## config.mk

```make
export PLATFORM = sky130hd
export DESIGN_NAME = uart_rx_frame_ctrl
export DESIGN_NICKNAME = d
export VERILOG_FILES = /design/src/rtl/uart_rx_frame_ctrl.sv
export SDC_FILE = /design/constraint.sdc
export NUM_CORES = 1
export LEC_CHECK = 0
export ABC_CLOCK_PERIOD_IN_PS = 2460
export CAP_MARGIN = 20
export CORE_AREA = 2 2 150 152
export DETAILED_ROUTE_END_ITERATION = 7
export DIE_AREA = 0 0 152 154
export PLACE_DENSITY = 0.59
export SYNTH_ARGS = -nofsm -noshare
export SYNTH_HDL_FRONTEND = slang
export SYNTH_SLANG_ARGS = --single-unit
```

## constraint.sdc

```tcl
create_clock -name clk -period 2.46 [get_ports clk]
set_clock_uncertainty 0.15 [all_clocks]
set_input_delay 0.492 -clock clk [delete_from_list [all_inputs] [get_ports clk]]
set_output_delay 0.492 -clock clk [all_outputs]
set_load 0.01 [all_outputs]
```

## src/rtl/uart_rx_frame_ctrl.sv

```systemverilog
`default_nettype none
// ============================================================================
//  Module      : uart_rx_frame_ctrl
//  Description : Hunts for a sync byte in the uart_rx byte stream, parses a
//                length-prefixed XOR-checked frame into a payload buffer and
//                releases verified payloads on a valid/ready stream. Bad,
//                truncated and malformed frames are discarded and counted.
//  Revision    : 1.0 - initial release
// ============================================================================
module uart_rx_frame_ctrl #(
    parameter logic [7:0] SYNC_BYTE    = 8'hA5,
    parameter int         MAX_LEN      = 16,
    parameter int         TIMEOUT_CLKS = 20000
) (
    input  logic       clk,
    input  logic       rst_n,
    input  logic [7:0] rx_data,
    input  logic       rx_valid,
    output logic [7:0] pl_data,
    output logic       pl_valid,
    output logic       pl_last,
    input  logic       pl_ready,
    output logic       frame_ok,
    output logic       frame_err,
    output logic [7:0] err_cnt,
    output logic [7:0] ovf_cnt
);

    localparam int              IDXW       = (MAX_LEN > 1) ? $clog2(MAX_LEN) : 1;
    localparam int              TMOW       = (TIMEOUT_CLKS > 1) ? $clog2(TIMEOUT_CLKS) : 1;
    localparam logic [7:0]      C_MAX_LEN  = 8'(MAX_LEN);
    localparam logic [TMOW-1:0] C_TMO_LAST = TMOW'(TIMEOUT_CLKS - 1);

    typedef enum logic [2:0] {
        ST_IDLE    = 3'd0,
        ST_LEN     = 3'd1,
        ST_PAYLOAD = 3'd2,
        ST_CHK     = 3'd3,
        ST_OUT     = 3'd4
    } state_t;

    state_t          state_q, state_d;
    logic [7:0]      len_q, len_d;
    logic [IDXW-1:0] idx_q, idx_d;
    logic [IDXW-1:0] out_idx_q, out_idx_d;
    logic [7:0]      chk_q, chk_d;
    logic [TMOW-1:0] tmo_q, tmo_d;
    logic [7:0]      buf_q [MAX_LEN];
    logic [7:0]      buf_d [MAX_LEN];
    logic [7:0]      pl_data_q, pl_data_d;
    logic            pl_valid_q, pl_valid_d;
    logic            pl_last_q, pl_last_d;
    logic            frame_ok_q, frame_ok_d;
    logic            frame_err_q, frame_err_d;
    logic [7:0]      err_cnt_q, err_cnt_d;
    logic [7:0]      ovf_cnt_q, ovf_cnt_d;

    // Index of the final payload byte; len is always 1..MAX_LEN once stored
    logic [IDXW-1:0] w_last_idx;
    assign w_last_idx = IDXW'(len_q - 8'd1);

    // Next-state, datapath and output computation for the frame parser
    always_comb begin
        state_d     = state_q;
        len_d       = len_q;
        idx_d       = idx_q;
        out_idx_d   = out_idx_q;
        chk_d       = chk_q;
        tmo_d       = tmo_q;
        buf_d       = buf_q;
        pl_data_d   = pl_data_q;
        pl_valid_d  = pl_valid_q;
        pl_last_d   = pl_last_q;
        frame_ok_d  = 1'b0;
        frame_err_d = 1'b0;
        err_cnt_d   = err_cnt_q;
        ovf_cnt_d   = ovf_cnt_q;

        case (state_q)
            ST_IDLE: begin
                tmo_d = '0;
                if (rx_valid && (rx_data == SYNC_BYTE)) begin
                    state_d = ST_LEN;
                end
            end

            ST_LEN, ST_PAYLOAD, ST_CHK: begin
                if (rx_valid) begin
                    // A byte on the timeout edge still wins
                    tmo_d = '0;
                    if (state_q == ST_LEN) begin
                        // SYNC_BYTE here is a length value, never a resync
                        if ((rx_data == 8'd0) || (rx_data > C_MAX_LEN)) begin
                            frame_err_d = 1'b1;
                            state_d     = ST_IDLE;
                        end else begin
                            len_d   = rx_data;
                            chk_d   = rx_data;
                            idx_d   = '0;
                            state_d = ST_PAYLOAD;
                        end
                    end else if (state_q == ST_PAYLOAD) begin
                        buf_d[idx_q] = rx_data;
                        chk_d        = chk_q ^ rx_data;
                        idx_d        = idx_q + 1'b1;
                        if (idx_q == w_last_idx) begin
                            state_d = ST_CHK;
                        end
                    end else begin
                        if (rx_data == chk_q) begin
                            frame_ok_d = 1'b1;
                            pl_valid_d = 1'b1;
                            pl_data_d  = buf_q[0];
                            pl_last_d  = (len_q == 8'd1);
                            out_idx_d  = '0;
                            state_d    = ST_OUT;
                        end else begin
                            frame_err_d = 1'b1;
                            state_d     = ST_IDLE;
                        end
                    end
                end else if (tmo_q == C_TMO_LAST) begin
                    frame_err_d = 1'b1;
                    tmo_d       = '0;
                    state_d     = ST_IDLE;
                end else begin
                    tmo_d = tmo_q + 1'b1;
                end
            end

            ST_OUT: begin
                // No room for a new frame while draining: count and drop
                if (rx_valid && (ovf_cnt_q != 8'hFF)) begin
                    ovf_cnt_d = ovf_cnt_q + 8'd1;
                end
                if (pl_valid_q && pl_ready) begin
                    if (pl_last_q) begin
                        pl_valid_d = 1'b0;
                        pl_last_d  = 1'b0;
                        state_d    = ST_IDLE;
                    end else begin
                        out_idx_d = out_idx_q + 1'b1;
                        pl_data_d = buf_q[out_idx_d];
                        pl_last_d = (out_idx_d == w_last_idx);
                    end
                end
            end

            default: begin
                state_d = ST_IDLE;
            end
        endcase

        if (frame_err_d && (err_cnt_q != 8'hFF)) begin
            err_cnt_d = err_cnt_q + 8'd1;
        end
    end

    // Control and output registers with synchronous active-low reset
    always_ff @(posedge clk) begin
        if (!rst_n) begin
            state_q     <= ST_IDLE;
            len_q       <= '0;
            idx_q       <= '0;
            out_idx_q   <= '0;
            chk_q       <= '0;
            tmo_q       <= '0;
            pl_data_q   <= '0;
            pl_valid_q  <= 1'b0;
            pl_last_q   <= 1'b0;
            frame_ok_q  <= 1'b0;
            frame_err_q <= 1'b0;
            err_cnt_q   <= '0;
            ovf_cnt_q   <= '0;
        end else begin
            state_q     <= state_d;
            len_q       <= len_d;
            idx_q       <= idx_d;
            out_idx_q   <= out_idx_d;
            chk_q       <= chk_d;
            tmo_q       <= tmo_d;
            pl_data_q   <= pl_data_d;
            pl_valid_q  <= pl_valid_d;
            pl_last_q   <= pl_last_d;
            frame_ok_q  <= frame_ok_d;
            frame_err_q <= frame_err_d;
            err_cnt_q   <= err_cnt_d;
            ovf_cnt_q   <= ovf_cnt_d;
        end
    end

    // Payload storage; contents are only read after being written by a frame
    always_ff @(posedge clk) begin
        buf_q <= buf_d;
    end

    assign pl_data   = pl_data_q;
    assign pl_valid  = pl_valid_q;
    assign pl_last   = pl_last_q;
    assign frame_ok  = frame_ok_q;
    assign frame_err = frame_err_q;
    assign err_cnt   = err_cnt_q;
    assign ovf_cnt   = ovf_cnt_q;

endmodule
`default_nettype wire
```

Word-level counts from Yosys, hierarchy flattened:

Cells that the tools add are included.

* register bits: 198
* bits of input ports: 12
* output and inout bits: 28
* word-level logic and storage cells: 153

* add/subtract/negate cells: 6
* magnitude comparators: 4
* eq/ne operators: 23
* muxes and demuxes: 62
* bitwise gates (word level): 8
* reductions and logical operators: 21

Operator list (count)
* 128-bit bitwise mux: 1
* 8-bit two-way mux: 12
* 4-bit two-way mux: 9
* 8-bit binary-select mux with 4-bit select: 1
* 8-bit demux with 4-bit select: 1
* 15-bit two-way mux: 2
* 15-bit case mux with 2 select lines: 1
* 3-bit two-way mux: 9
* 1-bit two-way mux: 20
* 2-bit inequality test (second input constant): 9
* 8-bit by 1-bit adder with 8-bit output (second input constant): 2
* 8-bit inequality test (second input constant): 2
* 8-bit case mux with 2 select lines: 1
* 15-bit by 1-bit adder with 15-bit output (second input constant): 1
* 15-bit == test (second input constant): 1
* 7-bit AND reduction: 2
* 4-bit AND reduction: 3
* 5-bit greater-or-equal comparator (second input constant): 2
* 4-bit NOT with 5-bit output: 2
* 3-bit case mux with 3 select lines: 1
* 4-bit by 1-bit adder with 4-bit output (second input constant): 2
* 4-bit == test: 2
* 8-bit by 1-bit == test with 1-bit output (second input constant): 1
* 8-bit == test: 1
* other kinds (24): 36

Logic depth before layout (Yosys ltp):

* depth after elaboration: 8
* mapped depth: 8
* gate-level depth less buffers: 6

Worst setup path after synthesis:

OpenSTA, ideal clock, no wires.

* path type: in2reg
* start: input port rx_valid
* end: register buf_q[104] (netlist name) (enable)
* setup time: 383 ps
* arrival: 2098 ps
* data required time: 1927 ps
* slack: -172 ps
* stages on the path: 6
* path buffers: 2
* cell sequence: nor2b_1 and3b_1 clkbuf_1 clkbuf_1 nand2_1 nor3_1

* cells in the longest elaborated chain, start to end: 1

RTL lines
* from (decl): RTL line 18 `input logic rx_valid,`
* 4-bit AND reduction (no line)
* to (signal assigned): RTL line 194 `buf_q <= buf_d;`
* to (decl): RTL line 48 `logic [7:0] buf_q [MAX_LEN];`

No other way between the ends.
A chain may end at the register's enable or synchronous reset.

Worst setup path after layout:

* start: input port rx_data[3]
* end: register err_cnt_q[5], in the netlist err_cnt[5]

* cells in the longest elaborated chain, start to end: 7
* elaborated cells on any way between the ends: 11
* classes of those cells: 1 x order compare; 1 x eq/ne; 6 x mux; 3 x reduce/logical

RTL lines
* from (decl): RTL line 17 `input logic [7:0] rx_data,`
* 8-bit by 5-bit greater-than comparator with 1-bit output (tied with other cells): RTL line 93 `if ((rx_data == 8'd0) || (rx_data > C_MAX_LEN)) begin`
* 1-bit logical OR or 1-bit two-way mux (tied branches): RTL line 93, 110
* 1-bit two-way mux, on equally long branches: RTL line 93, 102
* 1-bit two-way mux *: RTL line 91 `if (state_q == ST_LEN) begin`
* 1-bit two-way mux *: RTL line 88 `if (rx_valid) begin`
* 1-bit two-way mux *: RTL line 79 `case (state_q)`
* 1-bit logical AND *: RTL line 154 `if (frame_err_d && (err_cnt_q != 8'hFF)) begin`
* to (signal assigned): RTL line 187 `err_cnt_q <= err_cnt_d;`
* to (decl): RTL line 55 `logic [7:0] err_cnt_q, err_cnt_d;`

Every way passes the cells marked *; elsewhere a longest branch is shown, timed or not.

==> summary.txt <==
Floorplan
  – Chip width: 152 um
  – I/O pin cnt: 40
  – FP Rows: 54
  – Core Footprint: 0.0217 sq mm
  – Total die area: 0.0234 sq mm
  – Die span in y: 154 um
  – Initial Util: 39.7%

Pwr
  – Comb power frac: under 10%
  – Net Switching: between 1 and 1.5 mW
  – Leak pwr: 3.48 nW
  – Clock share of power: 42.5%
  – Sw Ratio: a little over a fifth
  – Max VDD drop: about 0.43 mV
  – Flop pwr share: 55.2%
  – PD cells: 615 mW/mm^2
  – P_int: approximately 5.0 mW

Clock tree
  – CTS Buffer Depth: 2
  – Clock latency at the later pin of the worst-skew pair: 0.43 ns
  – CTS sink count: roughly 200
  – Hold buffer count at cts: 0
  – CTS tree: built
  – Root Driver: clkbuf_16
  – CTS H-tree depth: 4
  – Worst-path clk slew: approximately 0.070 ns
  – Number of buffers created by CTS: 17

Critical path
  – Slowest-stage cell, CP: a2111o_1
  – Startpoint Class: primary input
  – Required time of the worst setup path: 2.68 ns
  – Kind of cell adding the most delay to the critical path: simple AND/OR/NAND/NOR gates
  – Crit-path cells: clkdlybuf4s50_1, nor4_4, xnor2_1, a2111o_1, nor4_1, mux2i_1
  – CP max FO: 8
  – Critical path buffers and inverters: 1
  – CP Data Arrival Time: 2.58 ns
  – Crit Path Class: primary input to flip-flop
  – CP endpoint kind: flip-flop
  – Slowest stage delay, CP: 0.53 ns

Layout
  – Ant. Diodes: 0
  – Nets: just under 800
  – Syn-to-layout area delta: 20.8%
  – Fraction of layout cells with a size suffix above 1: 20.5%
  – FILL cells: between 1,500 and 2,000
  – Util after Layout: 47.9%

Placed design
  – Port buffer count: 39
  – DP Wirelength: roughly 14,000 um
  – Final Wtd Congestion: 0.840

Job
  – MaxCap Viol Count: 0

STA
  – Setup TNS: 0 ns
  – Slew @ Worst Pin: 0.501 ns
  – Final setup fails: 0
  – FMAX: 0.423 GHz
  – Fin Hold WS: 0.318 ns
  – Final min period: 2.36 ns
  – Slew margin rel.: 66.5%
  – Pins Over Slew Limit: 0
  – RSZ-0062 raised after global routing: yes
  – Period utilisation layout: 96.1%
  – Final Hold Viols: 0

Synth
  – Syn Inst Count: 659
  – Mean Syn Cell Area: between 10 and 15 sq um
  – Register area share after synthesis: 61.0%
  – Mapped cell area: between 0.008 and 0.009 sq mm
  – Async SR Flop Fraction: 0%
  – Ys Warns: 0
  – Yosys reg bits: just under 200
  – Ys flop type: edfxtp_1
  – Post-synth EDFFs: 128
  – Yosys cell types: 60
  – Post-Syn Nets: 681

Route
  – DRT Wirelength: 20,100 um
  – Vias/cell: 5.44
  – Residual DRC count: 0
  – DR vias: 5,662
  – Routed len/inst: 19.3 um
  – Antenna viol nets, final: 0
  – First-pass iteration count of the detailed router: 4
  – Initial DRC Count: 430

Global routing
  – Vias in the first global route: 5,681
  – Busiest metal layer after global routing: met2
  – GR Layer Usage met3: approximately 2.6%
  – Global-route wire length before repair: 31,200 um
  – Initial antenna violation count: 0
  – Largest net degree at the start of global routing: 35
  – Met2 Use GR: between 30% and 40%
  – GRT met1 Usage: about a fifth
  – GRT Util Overall: between 15 and 20%
  – Grt ovf: 0

Outcome
  – Status: completed

Worst hold path
  – Worst hold path type: flip-flop to flip-flop
[timing repair]
action                                  in CTS  in global routing
pin swaps                                    0                  1
endpoints found under the setup margin       1                 11
setup buffers                                0                  1
gates cloned                                 0                  1
gates resized for setup                      1                  5
[through the flow]
| stage | total power, mW | instance area, sq um | worst slack, ns | cells |
|---|---|---|---|---|
| 2_1_floorplan | 3.65 | 8610 | -0.172 | 659 |
| 3_3_place_gp | 3.74 | 9740 | -0.382 | 1007 |
| 3_5_place_dp | 3.75 | 9740 | -0.457 | 1007 |
| 4_1_cts | 6.44 | 10300 | 0.0196 | 1039 |
| 5_1_grt | 6.59 | 10400 | -0.00931 | 1041 |
| 6_report | 6.39 | 10400 | 0.0968 | 1041 |
[final cells by class]
class,count,area [sq um],share of cell area (%)
sequential,198,5250,50.5
multi-input combinational,409,3180,30.6
timing repair buffer,109,996,9.58
clock buffer,18,429,4.13
tap,280,350,3.37
clock inverter,14,143,1.37
inverter,13,48.8,0.469
[synthesized netlist by cell type (13+ instances only)]
library cell | count | area (sq um)
edfxtp_1 | 128 | 3840
dfxtp_1 | 70 | 1400
nand2_1 | 61 | 229
nor2_1 | 48 | 180
mux4_2 | 33 | 743
clkbuf_1 | 22 | 82.6
nand3_1 | 22 | 110
a21oi_1 | 20 | 100
nor3_1 | 20 | 100
xnor2_1 | 18 | 158
and3_1 | 14 | 87.6
xor2_1 | 14 | 123
buf_2 | 13 | 65.1
inv_1 | 13 | 48.8
[layer usage]
layer  routed length [um]  share of wire, %  vias to the layer above
met1                 8470                42                     2824
li1                     -                 -                     2677
met4                  420               2.1                        0
met2                10500                52                      135
met3                  764               3.8                       26
met5                    0                 0                        -
[power by group through the flow]
stage | Combinational [mW] | Sequential [mW] | Clock [mW]
3_3_place_gp | 0.139 | 3.60 | 0
6_report | 0.145 | 3.53 | 2.72
2_1_floorplan | 0.0434 | 3.60 | 0
5_1_grt | 0.156 | 3.53 | 2.91
4_1_cts | 0.144 | 3.53 | 2.77
3_5_place_dp | 0.144 | 3.60 | 0
[worst paths after layout]
check / from / endpoint / cells after the start / slack [ns]
max: rx_data[3] / err_cnt[5]$_SDFFE_PN0P_ / 6 / 0.1
min: len_q[4]$_SDFFE_PN0P_ / len_q[4]$_SDFFE_PN0P_ / 2 / 0.32
max reg2reg: out_idx_q[0]$_SDFFE_PN0P_ / pl_data[7]$_SDFFE_PN0P_ / 6 / 0.13
min reg2reg: len_q[4]$_SDFFE_PN0P_ / len_q[4]$_SDFFE_PN0P_ / 2 / 0.32
[worst reg2reg max path: cells and delay by family, from the launching register on]
kind / cells / cell delay [ns]
adders and majority gates: 1 / 0.33
DFF: 1 / 0.38
AOI/OAI and AO/OA: 2 / 0.31
muxes: 2 / 0.85
buffers and inverters: 1 / 0.18
[registers in the layout, summed over array words and instances, names as in the netlist]
register	cells
pl_last	1
idx_q	4
buf_q	128
chk_q	8
len_q	8
tmo_q	15
frame_ok	1
pl_valid	1
pl_data	8
frame_err	1
err_cnt	8
ovf_cnt	8
out_idx_q	4
state_q	3
[logic make-up (layout without fill, tap and decap cells)]
family	after synthesis	after routing	share of synthesized area, %
adder cells (fa/ha/maj)	10	10	1.45
AO/OA/AOI/OAI	92	92	7.77
XOR/XNOR	32	32	3.26
buffers and inverters	52	154	2.56
AND/OR/NAND/NOR	225	225	13.2
flip-flops	198	198	61.0
multiplexers	50	50	10.8
[placed cells by master (no fill, tap or decap), types with 10 or more instances in the layout]
| cell | n |
|---|---|
| buf_4 | 64 |
| a21oi_1 | 20 |
| o21ai_0 | 10 |
| mux4_2 | 33 |
| nand2_1 | 61 |
| edfxtp_1 | 128 |
| mux2_2 | 10 |
| nor3_1 | 20 |
| clkdlybuf4s50_1 | 39 |
| nand3_1 | 22 |
| inv_1 | 13 |
| xnor2_1 | 17 |
| nor2_1 | 48 |
| and3_1 | 14 |
| clkbuf_16 | 18 |
| xor2_1 | 14 |
| dfxtp_1 | 70 |
(Power assumes the default switching activity.)
